--- src/rtl/dct_mac_if.sv ---
// Handshake bundle between the Q16.16 multiplier, the DCT MAC accumulator
// and the downstream block-buffer writer.
// slave  : the accumulator side (consumes products, produces coefficients).
// master : the environment side (drives products, accepts coefficients).
interface dct_mac_if #(
    parameter int IDX_W = 3
);
    logic [31:0]      prod_in;
    logic             in_valid;
    logic             in_ready;
    logic [31:0]      out_data;
    logic             out_sat;
    logic [IDX_W-1:0] out_index;
    logic             out_valid;
    logic             out_ready;

    modport master (
        output prod_in, in_valid, out_ready,
        input  in_ready, out_data, out_sat, out_index, out_valid
    );

    modport slave (
        input  prod_in, in_valid, out_ready,
        output in_ready, out_data, out_sat, out_index, out_valid
    );
endinterface

--- src/rtl/dct_mac_accumulator.sv ---
// DCT MAC accumulator: sums N_TERMS signed Q16.16 products into an ACC_W-bit
// accumulator, then emits one arithmetically shifted, saturated coefficient
// tagged with a wrapping row index.
// Optional build macro DCT_MAC_ROUND_EN: when defined, the final shift rounds
// half toward +infinity; otherwise it truncates toward -infinity.
module dct_mac_accumulator #(
    parameter int N_TERMS   = 8,
    parameter int N_COEFS   = 8,
    parameter int IDX_W     = 3,
    parameter int ACC_W     = 40,
    parameter int OUT_SHIFT = 0
) (
    input logic      clk,
    input logic      rst,
    dct_mac_if.slave bus
);
    localparam int CNT_W = $clog2(N_TERMS);

    // Half an output LSB at the pre-shift scale; zero when no shift is applied.
    localparam logic [ACC_W:0] ROUND_BIAS = ((ACC_W+1)'(1) << OUT_SHIFT) >> 1;

    typedef enum logic {
        ACCUM,
        HOLD
    } state_t;

    state_t                   state;
    state_t                   state_nxt;
    logic signed [ACC_W-1:0]  acc;
    logic        [CNT_W-1:0]  cnt;
    logic        [31:0]       out_data_q;
    logic                     out_sat_q;
    logic        [IDX_W-1:0]  out_index_q;

    logic                     accept;
    logic                     last_term;
    logic signed [ACC_W-1:0]  sum;
    logic        [ACC_W:0]    rounded;
    logic signed [ACC_W:0]    shifted;
    logic                     fits;
    logic        [31:0]       final_data;

    assign bus.out_data  = out_data_q;
    assign bus.out_sat   = out_sat_q;
    assign bus.out_index = out_index_q;

    // Datapath: running sum including the current product, then scale and clip.
    always_comb begin
        sum = acc + {{(ACC_W-32){bus.prod_in[31]}}, bus.prod_in};
`ifdef DCT_MAC_ROUND_EN
        // One guard bit above ACC_W keeps the bias add from wrapping.
        rounded = {sum[ACC_W-1], sum} + ROUND_BIAS;
`else
        rounded = {sum[ACC_W-1], sum};
`endif
        shifted = $signed(rounded) >>> OUT_SHIFT;
        // The value fits in 32 bits when every bit from 31 upward is a copy of the sign.
        fits    = (shifted[ACC_W:31] == '0) || (shifted[ACC_W:31] == '1);
        if (fits) begin
            final_data = shifted[31:0];
        end else if (shifted[ACC_W]) begin
            final_data = 32'h8000_0000;
        end else begin
            final_data = 32'h7FFF_FFFF;
        end
    end

    // Next state and handshake outputs, decoded from the current state.
    always_comb begin
        // NOTE: every output of a combinational block gets a default first so no path can infer a latch.
        state_nxt     = state;
        bus.in_ready  = 1'b0;
        bus.out_valid = 1'b0;
        accept        = 1'b0;
        last_term     = 1'b0;
        case (state)
            ACCUM: begin
                bus.in_ready = 1'b1;
                accept       = bus.in_valid;
                last_term    = (cnt == CNT_W'(N_TERMS - 1));
                if (accept && last_term) begin
                    state_nxt = HOLD;
                end
            end
            HOLD: begin
                bus.out_valid = 1'b1;
                if (bus.out_ready) begin
                    state_nxt = ACCUM;
                end
            end
            default: state_nxt = ACCUM;
        endcase
    end

    // State register, accumulator, term counter and output registers.
    always_ff @(posedge clk) begin
        // NOTE: sequential state uses non-blocking assignments so every register samples pre-edge values.
        if (rst) begin
            state       <= ACCUM;
            acc         <= '0;
            cnt         <= '0;
            out_data_q  <= '0;
            out_sat_q   <= 1'b0;
            out_index_q <= '0;
        end else begin
            state <= state_nxt;
            if (accept) begin
                if (last_term) begin
                    out_data_q <= final_data;
                    out_sat_q  <= ~fits;
                    acc        <= '0;
                    cnt        <= '0;
                end else begin
                    acc <= sum;
                    cnt <= cnt + 1'b1;
                end
            end
            if (bus.out_valid && bus.out_ready) begin
                out_index_q <= (out_index_q == IDX_W'(N_COEFS - 1)) ? '0 : out_index_q + 1'b1;
            end
        end
    end
endmodule

--- src/flat_wrapper.sv ---
// flat-port wrapper written by rule: the top's interface ports become plain ports
module dct_mac_accumulator_flat 
#(
    parameter int N_TERMS   = 8,
    parameter int N_COEFS   = 8,
    parameter int IDX_W     = 3,
    parameter int ACC_W     = 40,
    parameter int OUT_SHIFT = 0
)
  (clk, rst, bus_prod_in, bus_in_valid, bus_out_ready, bus_in_ready, bus_out_data, bus_out_sat, bus_out_index, bus_out_valid);
  dct_mac_if #(.IDX_W(IDX_W)) bus_i ();
  input logic clk;
  input logic rst;
  input wire logic [$bits(bus_i.prod_in)-1:0] bus_prod_in;
  input wire logic [$bits(bus_i.in_valid)-1:0] bus_in_valid;
  input wire logic [$bits(bus_i.out_ready)-1:0] bus_out_ready;
  output wire logic [$bits(bus_i.in_ready)-1:0] bus_in_ready;
  output wire logic [$bits(bus_i.out_data)-1:0] bus_out_data;
  output wire logic [$bits(bus_i.out_sat)-1:0] bus_out_sat;
  output wire logic [$bits(bus_i.out_index)-1:0] bus_out_index;
  output wire logic [$bits(bus_i.out_valid)-1:0] bus_out_valid;
  assign bus_i.prod_in = bus_prod_in;
  assign bus_i.in_valid = bus_in_valid;
  assign bus_i.out_ready = bus_out_ready;
  assign bus_in_ready = bus_i.in_ready;
  assign bus_out_data = bus_i.out_data;
  assign bus_out_sat = bus_i.out_sat;
  assign bus_out_index = bus_i.out_index;
  assign bus_out_valid = bus_i.out_valid;
  dct_mac_accumulator #(.N_TERMS(N_TERMS), .N_COEFS(N_COEFS), .IDX_W(IDX_W), .ACC_W(ACC_W), .OUT_SHIFT(OUT_SHIFT)) u_core (.clk(clk), .rst(rst), .bus(bus_i));
endmodule
--- config.mk ---
export PLATFORM = sky130hd
export DESIGN_NAME = dct_mac_accumulator_flat
export DESIGN_NICKNAME = d
export VERILOG_FILES = /design/src/rtl/dct_mac_if.sv /design/src/rtl/dct_mac_accumulator.sv /design/src/flat_wrapper.sv
export SDC_FILE = /design/constraint.sdc
export NUM_CORES = 1
export LEC_CHECK = 0
export ABC_AREA = 1
export CAP_MARGIN = 0
export CORE_MARGIN = 2
export CORE_UTILIZATION = 30
export CTS_BUF_LIST = sky130_fd_sc_hd__clkbuf_4
export DETAILED_ROUTE_END_ITERATION = 8
export HOLD_SLACK_MARGIN = 0.1
export PLACE_DENSITY = 0.59
export SLEW_MARGIN = 20
export SYNTH_ARGS = -nofsm -noshare
export SYNTH_HDL_FRONTEND = slang
export SYNTH_SLANG_ARGS = --single-unit
--- constraint.sdc ---
create_clock -name clk -period 4.5 [get_ports clk]
set_clock_uncertainty 0.1 [all_clocks]
set_input_delay 0.9 -clock clk [delete_from_list [all_inputs] [get_ports clk]]
set_output_delay 0.9 -clock clk [all_outputs]
set_load 0.005 [all_outputs]
==> Flow_metrics.wiki <==
{| class="wikitable"
! Metric !! Value
|-
| Path category of the worst min-delay check || flop to flop
|-
| Number of post-CTS setup repair buffers || 0
|-
| Number of port buffers || 73
|-
| Number of fillers in the final layout || 2,120
|-
| FP Rows || 51
|-
| Buffer levels on the longest clock path || 2
|-
| Peak Freq || 272.1 MHz
|-
| Proportion of layout cells with a drive suffix above 1 || 0.08219
|-
| Number of maximum-capacitance violations || 0
|-
| Post-route antenna net violation count || 0
|-
| Floorplan die height || 145.6 µm
|-
| Dpl hpwl || 13.97 mm
|-
| Largest cells by area after synthesis || dfxtp_1 (27%), nand2_1 (22%), ha_1 (8.9%), a21oi_1 (7.0%), inv_1 (7.0%)
|-
| Most repeated cell in the gate-level netlist after synthesis || nand2_1
|-
| Data arrival, critical path || 3990 ps
|-
| Sum of overflow across all layers after global routing || 0
|-
| Setup crit start kind || input pin
|-
| Setup slack at placement || 379.6 ps
|-
| Worst R2R Path Depth || 17
|-
| Relative area change from synthesis to final layout || 18.22%
|-
| Nets in the synthesized netlist || 1,034
|-
| Max-slew violations || 0
|-
| Terminating pin of the worst hold path || u_core.bus.out_data[31]$_SDFFE_PP0P_
|-
| Post-synth ARST share || 0
|-
| Fraction of power consumed by the clock network || 0.214
|-
| HP Start || u_core.bus.out_data[31]$_SDFFE_PP0P_
|-
| Average vias per placed instance || 4.662
|-
| Combinational share of power || 0.417
|-
| CTS Hold Buffers Added || 0
|-
| Number of distinct standard cells referenced by the synthesized netlist || 31
|-
| Wire per inst || 13.74 µm
|-
| Setup_tns || 0 ps
|-
| Antenna violations before repair || 1
|-
| Final number of setup-violating endpoints || 0
|-
| Top post-synthesis cells by count || nand2_1 (354), inv_1 (112), a21oi_1 (84)
|-
| R2R Path Start || u_core.acc[0]$_SDFFE_PP0P_
|-
| Total core area || 19,590 µm²
|-
| Slack of the worst reg-to-reg path || 1460 ps
|-
| Final Hold Vio Count || 0
|-
| Switching portion of total power || 0.4261
|-
| CTS clock-pin slew for the worst setup and hold paths || 140 ps
|-
| Maximum net fanout on the critical path || 32
|-
| Final Cycle Share || 0.8166
|-
| Dominant register cell in the synthesized netlist || dfxtp_1
|-
| Cell at the root of the clock tree || clkbuf_4
|-
| Pre-Repair DR Iteration Count || 7
|-
| Largest net degree at the start of global routing || 46
|-
| First-pass GRT wire length || 28.58 mm
|-
| Slew @ Worst Pin || 931.5 ps
|-
| # clock sinks || 80
|-
| Clock tree from TritonCTS || yes
|-
| Number of global-route vias before repair || 5,533
|-
| Gate count of the mapped netlist || 954
|-
| Number of warnings reported in the yosys synthesis log || 0
|-
| Kind of critical path || input pin to flop
|-
| Relative slew margins || 0.3783
|-
| Total instance count after detailed placement || 1,271
|-
| Cell internal pwr || 1.231 mW
|-
| Pwr dens || 301.7 nW/µm²
|-
| First-iteration detailed-routing DRC count || 354
|-
| Routability Congestion || 0.9146
|-
| Dominant cell type by area after synthesis || dfxtp_1
|-
| Sequential fraction of design power || 0.369
|-
| Net load switching power || 0.9142 mW
|-
| Synthesis-stage register bit count || 80
|-
| Total global-route track usage || 0.1669
|-
| Static power due to leakage || 3.398 nW
|-
| Capturing element type of the critical path || flop
|-
| RSZ-0062 raised after global routing || no
|-
| Post-CTS resize count || 0
|-
| Clock latency at the later pin of the worst-skew pair || 490 ps
|-
| Capture instance of the worst register-to-register path || u_core.bus.out_data[17]$_SDFFE_PP0P_
|-
| Setup ws final || 825.1 ps
|-
| Cell area after synthesis || 6016 µm²
|-
| Die footprint || 21,200 µm²
|-
| Status || finished clean
|-
| Final core area utilization || 0.3630
|-
| Vias after detailed routing || 6,005
|-
| Avg Synthesized Cell Area || 6.306 µm²
|-
| Critical path required time || 4810 ps
|-
| Peak ir drop on the vdd network || 170.9 µV
|-
| Final cell count without fillers || 1,288
|-
| CTS buffer count || 9
|-
| Final net count || 1,097
|-
| Clock period minus worst slack || 3675 ps
|-
| Effective utilization at floorplan || 0.3071
|-
| Chip width || 145.6 µm
|-
| Ports placed on the boundary || 74
|-
| H-tree level count || 3
|-
| Count of flip-flops with a built-in enable after synthesis || 0
|-
| Wirelength, routed || 17.70 mm
|-
| Number of DRC violations after detailed routing || 0
|-
| WHS Path Cells || 2
|-
| Share of synthesized area occupied by flip-flops and latches || 0.2662
|-
| Area share of the largest cell type after synthesis || 0.2662
|}
==> flip-flops by register name, summed over array words and instances, names as in the netlist <==
register              count
u_core.acc               40
u_core.bus.out_data      32
u_core.bus.out_index      3
u_core.cnt                3
u_core.bus.out_sat        1
u_core.state              1
==> metal layers <==
metal	wire, µm	global-route usage	part of all wire
met1	9304	0.2461	0.53
met3	840	0.03135	0.047
met4	252	0.04706	0.014
met2	7304	0.2469	0.41
met5	0	0	0
==> cell type report <==
type | count | area (µm²) | area share
clock inverter | 7 | 70.07 | 0.009852
antenna | 1 | 2.502 | 0.0003519
multi-input combinational | 737 | 3850 | 0.5413
inverter | 112 | 420.4 | 0.05911
tap | 265 | 331.6 | 0.04662
timing repair buffer | 77 | 768.2 | 0.1080
clock buffer | 9 | 67.56 | 0.009500
sequential | 80 | 1602 | 0.2252
==> logic make-up after synthesis <==
group	share of synthesized area
xor gates and xnor gates	0.04368
adders and majority gates	0.09276
buffers and inverters	0.09422
DFF	0.2662
and+or+nand+nor	0.3436
AOI/OAI and AO/OA	0.1595
==> critical path: stages <==
cell and delay [ps]:
clkdlybuf4s50_1 640, ha_1 510, nand2_1 110, nor2_1 270, nand2_1 110, nor4_1 170, nand2_1 150, nand2_1 110
nand2_1 50, nand2_1 70, nand2_1 60, nor2_2 120, nand3_2 110, nand2_4 300, nand2_1 130, a21oi_2 130
==> power by group through the flow <==
stage	sequential [mW]	combinational [mW]	clock, mW
after detailed placement	0.806	0.884	0
after CTS	0.790	0.888	0.478
after global routing	0.798	1.01	0.507
final	0.791	0.895	0.460
after global placement	0.805	0.893	0
after floorplan	0.798	0.642	0
==> metrics by stage <==
stage	power (mW)	cell area, µm²	hold WS [ps]
3_5_place_dp	1.690	6972	361.2
4_1_cts	2.156	7109	381.2
5_1_grt	2.312	7112	401.2
6_report	2.146	7112	379.5
2_1_floorplan	1.440	6016	349.1
3_3_place_gp	1.698	6972	355.5
==> worst max path at each step <==
stage	startpoint	endpoint	cells after the start
after global routing	bus_prod_in[31]	u_core.bus.out_data[27]$_SDFFE_PP0P_	16
after detailed placement	bus_prod_in[31]	u_core.bus.out_data[6]$_SDFFE_PP0P_	16
after global placement	bus_prod_in[0]	u_core.bus.out_data[8]$_SDFFE_PP0P_	18
final	bus_prod_in[31]	u_core.bus.out_data[17]$_SDFFE_PP0P_	16
after floorplan	bus_prod_in[0]	u_core.bus.out_data[10]$_SDFFE_PP0P_	17
after CTS	bus_prod_in[31]	u_core.bus.out_data[17]$_SDFFE_PP0P_	16
==> placed cells by master, fill, tap and decap left out, drive strengths merged <==
| cell type | Yosys | layout |
|---|---|---|
| o211a | 1 | 1 |
| or2 | 1 | 1 |
| xnor2 | 11 | 11 |
| nand3 | 38 | 38 |
| a31oi | 10 | 10 |
| fa | 1 | 1 |
| clkdlybuf4s50 | 0 | 72 |
| clkbuf | 17 | 9 |
| inv | 112 | 113 |
| buf | 8 | 5 |
| bufinv | 0 | 1 |
| a21oi | 107 | 107 |
| clkinvlp | 0 | 1 |
| xor2 | 19 | 19 |
| nand2 | 374 | 374 |
| nand4 | 2 | 2 |
| a21o | 1 | 1 |
| o21bai | 4 | 4 |
| and3 | 1 | 1 |
| nor4 | 3 | 3 |
| clkinv | 0 | 4 |
| and2 | 1 | 1 |
| nor2 | 70 | 70 |
| nor3 | 6 | 6 |
| o21ai | 44 | 44 |
| dfxtp | 80 | 80 |
| diode | 0 | 1 |
| ha | 43 | 43 |
Note: power is estimated with default switching activity, not from simulation.
